==> src/rtl/is_weight_skew_feeder_if.sv <==
// Weight-vector stream into the skew feeder: valid/ready handshake with packed lanes and tile-last flag.
interface is_weight_skew_feeder_if #(
  parameter int WIDTH_B = 16,
  parameter int LANES   = 4
);
  logic                     in_valid;
  logic                     in_ready;
  logic [LANES*WIDTH_B-1:0] in_data;
  logic                     in_last;

  modport master (output in_valid, output in_data, output in_last, input in_ready);
  modport slave  (input in_valid, input in_data, input in_last, output in_ready);
endinterface

==> src/rtl/is_weight_skew_feeder.sv <==
// Weight feeder for the input-stationary array: FIFO buffer, diagonal per-lane skew, tile drain.
// Optional starvation counter enabled by defining WFEED_STALL_COUNT_EN.
module is_weight_skew_feeder #(
  parameter int WIDTH_B = 16,
  parameter int LANES   = 4,
  parameter int DEPTH   = 4
) (
  input  logic                     clk,
  input  logic                     rst_n,
  input  logic                     reg_clear,
  input  logic                     start,
  is_weight_skew_feeder_if.slave   wbus,
  output logic [LANES*WIDTH_B-1:0] wei_out,
  output logic [LANES-1:0]         lane_en,
  output logic                     busy,
  output logic                     done,
  output logic [15:0]              stall_cnt
);
  localparam int AW = $clog2(DEPTH);
  localparam int CW = $clog2(LANES);
  localparam int DW = LANES * WIDTH_B;
  localparam logic [AW:0]   FULL_CNT   = (AW + 1)'(DEPTH);
  localparam logic [CW-1:0] DRAIN_INIT = CW'(LANES - 1);

  typedef enum logic [1:0] {IDLE, FEED, DRAIN} state_t;

  state_t          state_reg;
  logic [CW-1:0]   drain_cnt_reg;
  logic            busy_reg;
  logic            done_reg;

  logic [DW:0]     mem [DEPTH];
  logic [AW-1:0]   wr_ptr_reg;
  logic [AW-1:0]   rd_ptr_reg;
  logic [AW:0]     count_reg;

  logic            clear;
  logic            full;
  logic            empty;
  logic            push;
  logic            pop;
  logic            start_ok;
  logic [DW:0]     head;

  assign clear    = !rst_n || reg_clear;
  assign full     = (count_reg == FULL_CNT);
  assign empty    = (count_reg == '0);
  assign push     = wbus.in_valid && !full;
  assign pop      = (state_reg == FEED) && !empty;
  // done_reg high means the tile just ended this cycle; a start here must not relaunch it
  assign start_ok = (state_reg == IDLE) && start && !done_reg;
  assign head     = mem[rd_ptr_reg];

  assign wbus.in_ready = !full;
  assign busy          = busy_reg;
  assign done          = done_reg;

  always_ff @(posedge clk) begin
    if (push) begin
      mem[wr_ptr_reg] <= {wbus.in_last, wbus.in_data};
    end
  end

  always_ff @(posedge clk) begin
    if (clear) begin
      wr_ptr_reg <= '0;
      rd_ptr_reg <= '0;
      count_reg  <= '0;
    end else begin
      if (push) wr_ptr_reg <= wr_ptr_reg + AW'(1);
      if (pop)  rd_ptr_reg <= rd_ptr_reg + AW'(1);
      count_reg <= count_reg + (AW + 1)'(push) - (AW + 1)'(pop);
    end
  end

  always_ff @(posedge clk) begin
    if (clear) begin
      state_reg     <= IDLE;
      drain_cnt_reg <= '0;
      busy_reg      <= 1'b0;
      done_reg      <= 1'b0;
    end else begin
      done_reg <= 1'b0;
      case (state_reg)
        IDLE: begin
          if (start_ok) begin
            state_reg <= FEED;
            busy_reg  <= 1'b1;
          end
        end
        FEED: begin
          if (pop && head[DW]) begin
            state_reg     <= DRAIN;
            drain_cnt_reg <= DRAIN_INIT;
          end
        end
        DRAIN: begin
          if (drain_cnt_reg == '0) begin
            state_reg <= IDLE;
            busy_reg  <= 1'b0;
            done_reg  <= 1'b1;
          end else begin
            drain_cnt_reg <= drain_cnt_reg - CW'(1);
          end
        end
        default: begin
          state_reg <= IDLE;
          busy_reg  <= 1'b0;
        end
      endcase
    end
  end

  // Lane gi owns gi+1 registers: the stage loaded on pop plus gi delay slots; the last one drives the port
  genvar gi;
  generate
    for (gi = 0; gi < LANES; gi++) begin : g_lane
      logic [WIDTH_B-1:0] dat_reg [0:gi];
      logic [gi:0]        vld_reg;

      always_ff @(posedge clk) begin
        if (clear || state_reg == IDLE) begin
          for (int j = 0; j <= gi; j++) dat_reg[j] <= '0;
          vld_reg <= '0;
        end else begin
          dat_reg[0] <= pop ? head[gi*WIDTH_B +: WIDTH_B] : '0;
          vld_reg[0] <= pop;
          for (int j = 1; j <= gi; j++) begin
            dat_reg[j] <= dat_reg[j-1];
            vld_reg[j] <= vld_reg[j-1];
          end
        end
      end

      assign wei_out[gi*WIDTH_B +: WIDTH_B] = dat_reg[gi];
      assign lane_en[gi]                    = vld_reg[gi];
    end
  endgenerate

`ifdef WFEED_STALL_COUNT_EN
  logic [15:0] stall_reg;

  always_ff @(posedge clk) begin
    if (clear || start_ok) begin
      stall_reg <= '0;
    end else if (state_reg == FEED && empty && stall_reg != 16'hFFFF) begin
      stall_reg <= stall_reg + 16'd1;
    end
  end

  assign stall_cnt = stall_reg;
`else
  assign stall_cnt = '0;
`endif

endmodule

==> src/flat_wrapper.sv <==
// flat-port wrapper written by rule: the top's interface ports become plain ports
module is_weight_skew_feeder_flat 
#(
  parameter int WIDTH_B = 16,
  parameter int LANES   = 4,
  parameter int DEPTH   = 4
)
  (clk, rst_n, reg_clear, start, wei_out, lane_en, busy, done, stall_cnt, wbus_in_valid, wbus_in_data, wbus_in_last, wbus_in_ready);
  is_weight_skew_feeder_if #(.WIDTH_B(WIDTH_B), .LANES(LANES)) wbus_i ();
  input  logic clk;
  input  logic rst_n;
  input  logic reg_clear;
  input  logic start;
  output logic [LANES*WIDTH_B-1:0] wei_out;
  output logic [LANES-1:0] lane_en;
  output logic busy;
  output logic done;
  output logic [15:0] stall_cnt;
  input wire logic [$bits(wbus_i.in_valid)-1:0] wbus_in_valid;
  input wire logic [$bits(wbus_i.in_data)-1:0] wbus_in_data;
  input wire logic [$bits(wbus_i.in_last)-1:0] wbus_in_last;
  output wire logic [$bits(wbus_i.in_ready)-1:0] wbus_in_ready;
  assign wbus_i.in_valid = wbus_in_valid;
  assign wbus_i.in_data = wbus_in_data;
  assign wbus_i.in_last = wbus_in_last;
  assign wbus_in_ready = wbus_i.in_ready;
  is_weight_skew_feeder #(.WIDTH_B(WIDTH_B), .LANES(LANES), .DEPTH(DEPTH)) u_core (.clk(clk), .rst_n(rst_n), .reg_clear(reg_clear), .start(start), .wbus(wbus_i), .wei_out(wei_out), .lane_en(lane_en), .busy(busy), .done(done), .stall_cnt(stall_cnt));
endmodule
==> config.mk <==
export PLATFORM = sky130hd
export DESIGN_NAME = is_weight_skew_feeder_flat
export DESIGN_NICKNAME = d
export VERILOG_FILES = /design/src/rtl/is_weight_skew_feeder_if.sv /design/src/rtl/is_weight_skew_feeder.sv /design/src/flat_wrapper.sv
export SDC_FILE = /design/constraint.sdc
export NUM_CORES = 1
export LEC_CHECK = 0
export ABC_AREA = 1
export ABC_CLOCK_PERIOD_IN_PS = 5100
export CAP_MARGIN = 5
export CORE_AREA = 2 2 261 186
export CTS_CLUSTER_SIZE = 40
export DETAILED_ROUTE_END_ITERATION = 6
export DIE_AREA = 0 0 263 188
export PLACE_DENSITY = 0.6
export SETUP_SLACK_MARGIN = 0.15
export SLEW_MARGIN = 20
export SYNTH_ARGS = -nofsm -noshare
export SYNTH_HDL_FRONTEND = slang
export SYNTH_SLANG_ARGS = --single-unit
export TNS_END_PERCENT = 10
==> constraint.sdc <==
create_clock -name clk -period 5.1 [get_ports clk]
set_input_delay 1.02 -clock clk [delete_from_list [all_inputs] [get_ports clk]]
set_output_delay 1.02 -clock clk [all_outputs]
set_load 0.02 [all_outputs]
# Word-level counts from Yosys, hierarchy flattened
# Memory sizes are Yosys's and may differ from the RTL's. A register that Yosys moved wholly into a read port is not among the register bits.
# Index checks and enable logic that the tools add are counted.
# word_totals
register_bits	23
ram_bits	420
input_bits	70
mem_count	5
# memory_table
memory	depth	word_bits	rd	rd_ports_with_merged_regs	write_ports	line	source
u_core.mem	4	65	1	1	1	is_weight_skew_feeder.sv:32	logic [DW:0] mem [DEPTH];
u_core.g_lane[3].dat_reg	4	16	4	0	4	is_weight_skew_feeder.sv:118	logic [WIDTH_B-1:0] dat_reg [0:gi];
u_core.g_lane[2].dat_reg	3	16	3	0	3	is_weight_skew_feeder.sv:118	
u_core.g_lane[1].dat_reg	2	16	2	0	2	is_weight_skew_feeder.sv:118	
u_core.g_lane[0].dat_reg	1	16	1	0	1	is_weight_skew_feeder.sv:118	
# op_classes
add_sub_neg	5
n_eq_ne	7
n_mux	33
n_bitwise	11
n_reduce_logical	20
# ops
operator	count
$mux 16	14
$reduce_or 16->1	1
$mux 2	7
$mux 1	9
$or 1x1->1	9
$reduce_and 3->1	3
$pmux 2 s3	1
$logic_and 1x1->1	5
$add 2x1->2 const B	2
$logic_not 1->1	4
$logic_not 2->1	2
$ne 2x1->1 const B	2
$ne 2x2->1 const B	2
$pmux 2 s2	1
$add 3x1->3	1
$eq 3x3->1 const B	1
$logic_not 3->1	1
$pmux 1 s3	1
$sub 3x1->3	1
$eq 2x1->1 const B	1
$eq 2x2->1 const B	1
$logic_or 1x1->1	2
$not 1->1	2
$reduce_bool 2->1	1
2 further kinds	2

# Depth between registers and ports, before layout
# logic_depth
word_depth	6
depth_mapped	10
mapped_depth_nobuf	10

# Worst setup path before layout
# Ideal clock, no wire load.
# synth_timing
kind	input -> register
startpoint	input port wbus_in_valid
endpoint	memory u_core.mem[0][0] (netlist bit) (enable)
arrival_time_ns	3.915
setup_slack_ns	0.696
path_stages	2
n_path_buf	0
path_cell_list	nand2_1 > nor2_1
# synth_via
elab_chain_cells	3
# synth_rtl
item	line	source
start: declaration	flat_wrapper.sv:19	input wire logic [$bits(wbus_i.in_valid)-1:0] wbus_in_valid;
$logic_and 1x1->1	is_weight_skew_feeder.sv:48	assign push = wbus.in_valid && !full;
$mux 1	is_weight_skew_feeder.sv:59	if (push) begin
$mux 1 (implied by the code)	is_weight_skew_feeder.sv:60	mem[wr_ptr_reg] <= {wbus.in_last, wbus.in_data};
end: declaration	is_weight_skew_feeder.sv:32	
# No other way between the ends.

==> key figures <==
Run status
  • Status: finished, final reports clean

Floorplanning
  • I/O pin total: 157
  • Cell Rows: 67
  • Die area: 49400 µm²
  • DIE HEIGHT: 188 µm
  • CORE AREA: 47100 µm²
  • Die Wd: 263 µm
  • Initial core utilization: 32.6%

Global route
  • First-pass GRT wire length: 47.3 mm
  • Gr ovfl total: 0
  • Initial antenna violation count: 3
  • Most used routing layer: met2
  • M3 GR Usage: 3.19%
  • Grt met1 use: 15.1%
  • Met2 usage: 20.7%
  • GRT Total Usage: 12.1%
  • Largest net degree at the start of global routing: 105
  • Vias in the first global route: 8695

Timing
  • Final period util: 56.2%
  • Final slew viol count: 0
  • Final Hold Vio Count: 0
  • Max Freq: 349 MHz
  • Clock Skews: 14.4 ps
  • Final-report setup violation count: 0
  • RSZ-0062 raised after global routing: false
  • Final setup margin: 2230 ps
  • TNS Setup: 0 ps
  • Slew HR: 31.8%
  • Measured slew at the worst slew-check pin: 1020 ps
  • Min Tclk post-route: 2870 ps

Placement
  • Placed cell areas: 17100 µm²
  • Pre-CTS worst setup slack: 1570 ps
  • Hpwl dp: 17.7 mm
  • Placer Congestion: 0.715
  • # port buffers: 140

Finish
  • Fin area: 18500 µm²
  • Share of layout cells above drive strength 1: 6.34%
  • Final nets: 1483
  • Fin util: 39.3%
  • Commonest non-fill, non-tap cell in the layout: edfxtp_1
  • Max reg flops: 260
  • Layout area overhead: 20.7%
  • Most frequent cells in the layout: 260 x edfxtp_1, 237 x nor2_1, 187 x inv_1
  • Fillers: 4508

Clocking
  • CTS max path bufs: 3
  • TritonCTS clock tree: built
  • H-tree depth: 2
  • CTS Root Buffer Type: clkbuf_16
  • Post_cts resized: 0
  • Clock Latency Late Sink: 550 ps
  • Worst-path clk slew: 60 ps
  • Clock Sinks: 439
  • Hold_buf cts: 0
  • Setup Buffers After CTS: 0
  • CTS buffer count: 43

Worst setup path
  • CP Data Required Time: 5590 ps
  • Crit Path Max Fanout: 33
  • Critical path class: in2reg
  • Critical Path AT: 3350 ps
  • Worst Setup Start Kind: primary input
  • Worst R2R Path Depth: 7
  • CP endpoint kind: flop

Detailed routing
  • Final ANT Viol Nets: 0
  • DR iter-0 viols: 551
  • Drt drc: 0
  • Final wirelength: 30.2 mm
  • DR WL/cell: 14.7 µm
  • Routed vias: 8730
  • Via-to-Cell Ratio: 4.24
  • TritonRoute pass-1 iters: 5

Yosys
  • Yosys warns: 0
  • Synth Register Bits: 439
  • Async set or reset register ratio after synthesis: 0%
  • Mapped Area: 15300 µm²
  • Top FF cell, synth: edfxtp_1
  • Sequential area share after synthesis: 74.2%
  • Synth cell types: 23
  • Number of synthesized flops with an enable pin: 260
  • Average size of a mapped cell: 11.8 µm²
  • Syn Inst Count: 1297

Flow run
  • Number of max-cap violations: 0

Hold path
  • Worst Hold Class: reg2reg
  • Hold Path Depth: 2

Pwr
  • Total power: 7.26 mW
  • Maximum vdd drop: 217 µV
  • Leak: 6.73 nW
  • Power per cell area: 392 nW/µm²
stage by stage:
| step | hold slack [ps] | cells |
|---|---|---|
| floorplan | 394 | 1312 |
| global route | 408 | 2057 |
| global placement | 400 | 1977 |
| detailed placement | 397 | 1977 |
| finish | 398 | 2058 |
| CTS | 403 | 2057 |
final cells by class:
type                    instances  area (µm²)  share of cell area, %
clock buffers                  54        1160                   6.25
clock inverters                26         278                   1.50
multi-input cells             574        2680                   14.4
diodes                          1        2.50                 0.0135
flip-flops and latches        439       11400                   61.5
inverters                     190         716                   3.86
repair buffers                153        1520                   8.23
well taps                     621         777                   4.19
final timing paths:
| check | start | to | slack [ps] |
|---|---|---|---|
| worst max-delay path | rst_n | u_core.g_lane[1].dat_reg[0][6]$_SDFF_PP0_ | 2230 |
| worst max register to register | flop | u_core.g_lane[0].dat_reg[0][15]$_SDFF_PP0_ | 2670 |
| worst min-delay path | u_core.g_lane[1].dat_reg[0][0]$_SDFF_PP0_ | u_core.g_lane[1].dat_reg[0][16]$_SDFF_PP0_ | 400 |
| worst min register to register | u_core.g_lane[1].dat_reg[0][0]$_SDFF_PP0_ | u_core.g_lane[1].dat_reg[0][16]$_SDFF_PP0_ | 400 |
cells in the mapped netlist (2+ instances only):
library cell,n,area [µm²]
a21oi_1,8,40.0
buf_2,11,55.1
buf_4,50,375
buf_6,6,67.6
clkbuf_1,42,158
dfxtp_1,179,3580
edfxtp_1,260,7810
ha_1,11,138
inv_1,188,706
inv_2,2,7.51
nand2_1,87,327
nand3_1,6,30.0
nor2_1,241,905
nor2_4,2,22.5
o21ai_0,133,666
o22ai_1,64,400
cell families (layout without fill, tap and decap cells):
kind of cell               Yosys count  in the layout  share of synthesized area, %
AOI/OAI and AO/OA                  206            206                          7.26
xor gates and xnor gates             1              1                        0.0571
adders and majority gates           12             12                          1.03
buffers and inverters              299            423                          8.92
DFF                                439            439                          74.2
other                                1             17                        0.0244
and+or+nand+nor                    339            339                          8.50
routing by layer:
metal  routed length (µm)  up-vias  part of all wire [%]
met3                 1620       44                   5.4
met4                  501        4                   1.7
met1                13600     4132                    45
met2                14400      161                    48
met5                   25        -                 0.083
li1                     -     4389                     -
power by group:
part / switching, mW / leakage [nW] / total (mW) / internal [mW]
logic: 0.146 / 2.21 / 0.237 / 0.0910
clock network: 1.31 / 0.698 / 3.18 / 1.87
registers: 0.0168 / 3.83 / 3.84 / 3.83
total: 1.47 / 6.73 / 7.26 / 5.79
critical path, cell delays in order:
cell and delay (ps):
clkdlybuf4s50_1 450, inv_1 60, nor2_4 200, inv_2 90
or2_4 380, nor2_4 660, buf_12 290, nand2_1 100
inv_1 50
Note: power is estimated with default switching activity, not from simulation.
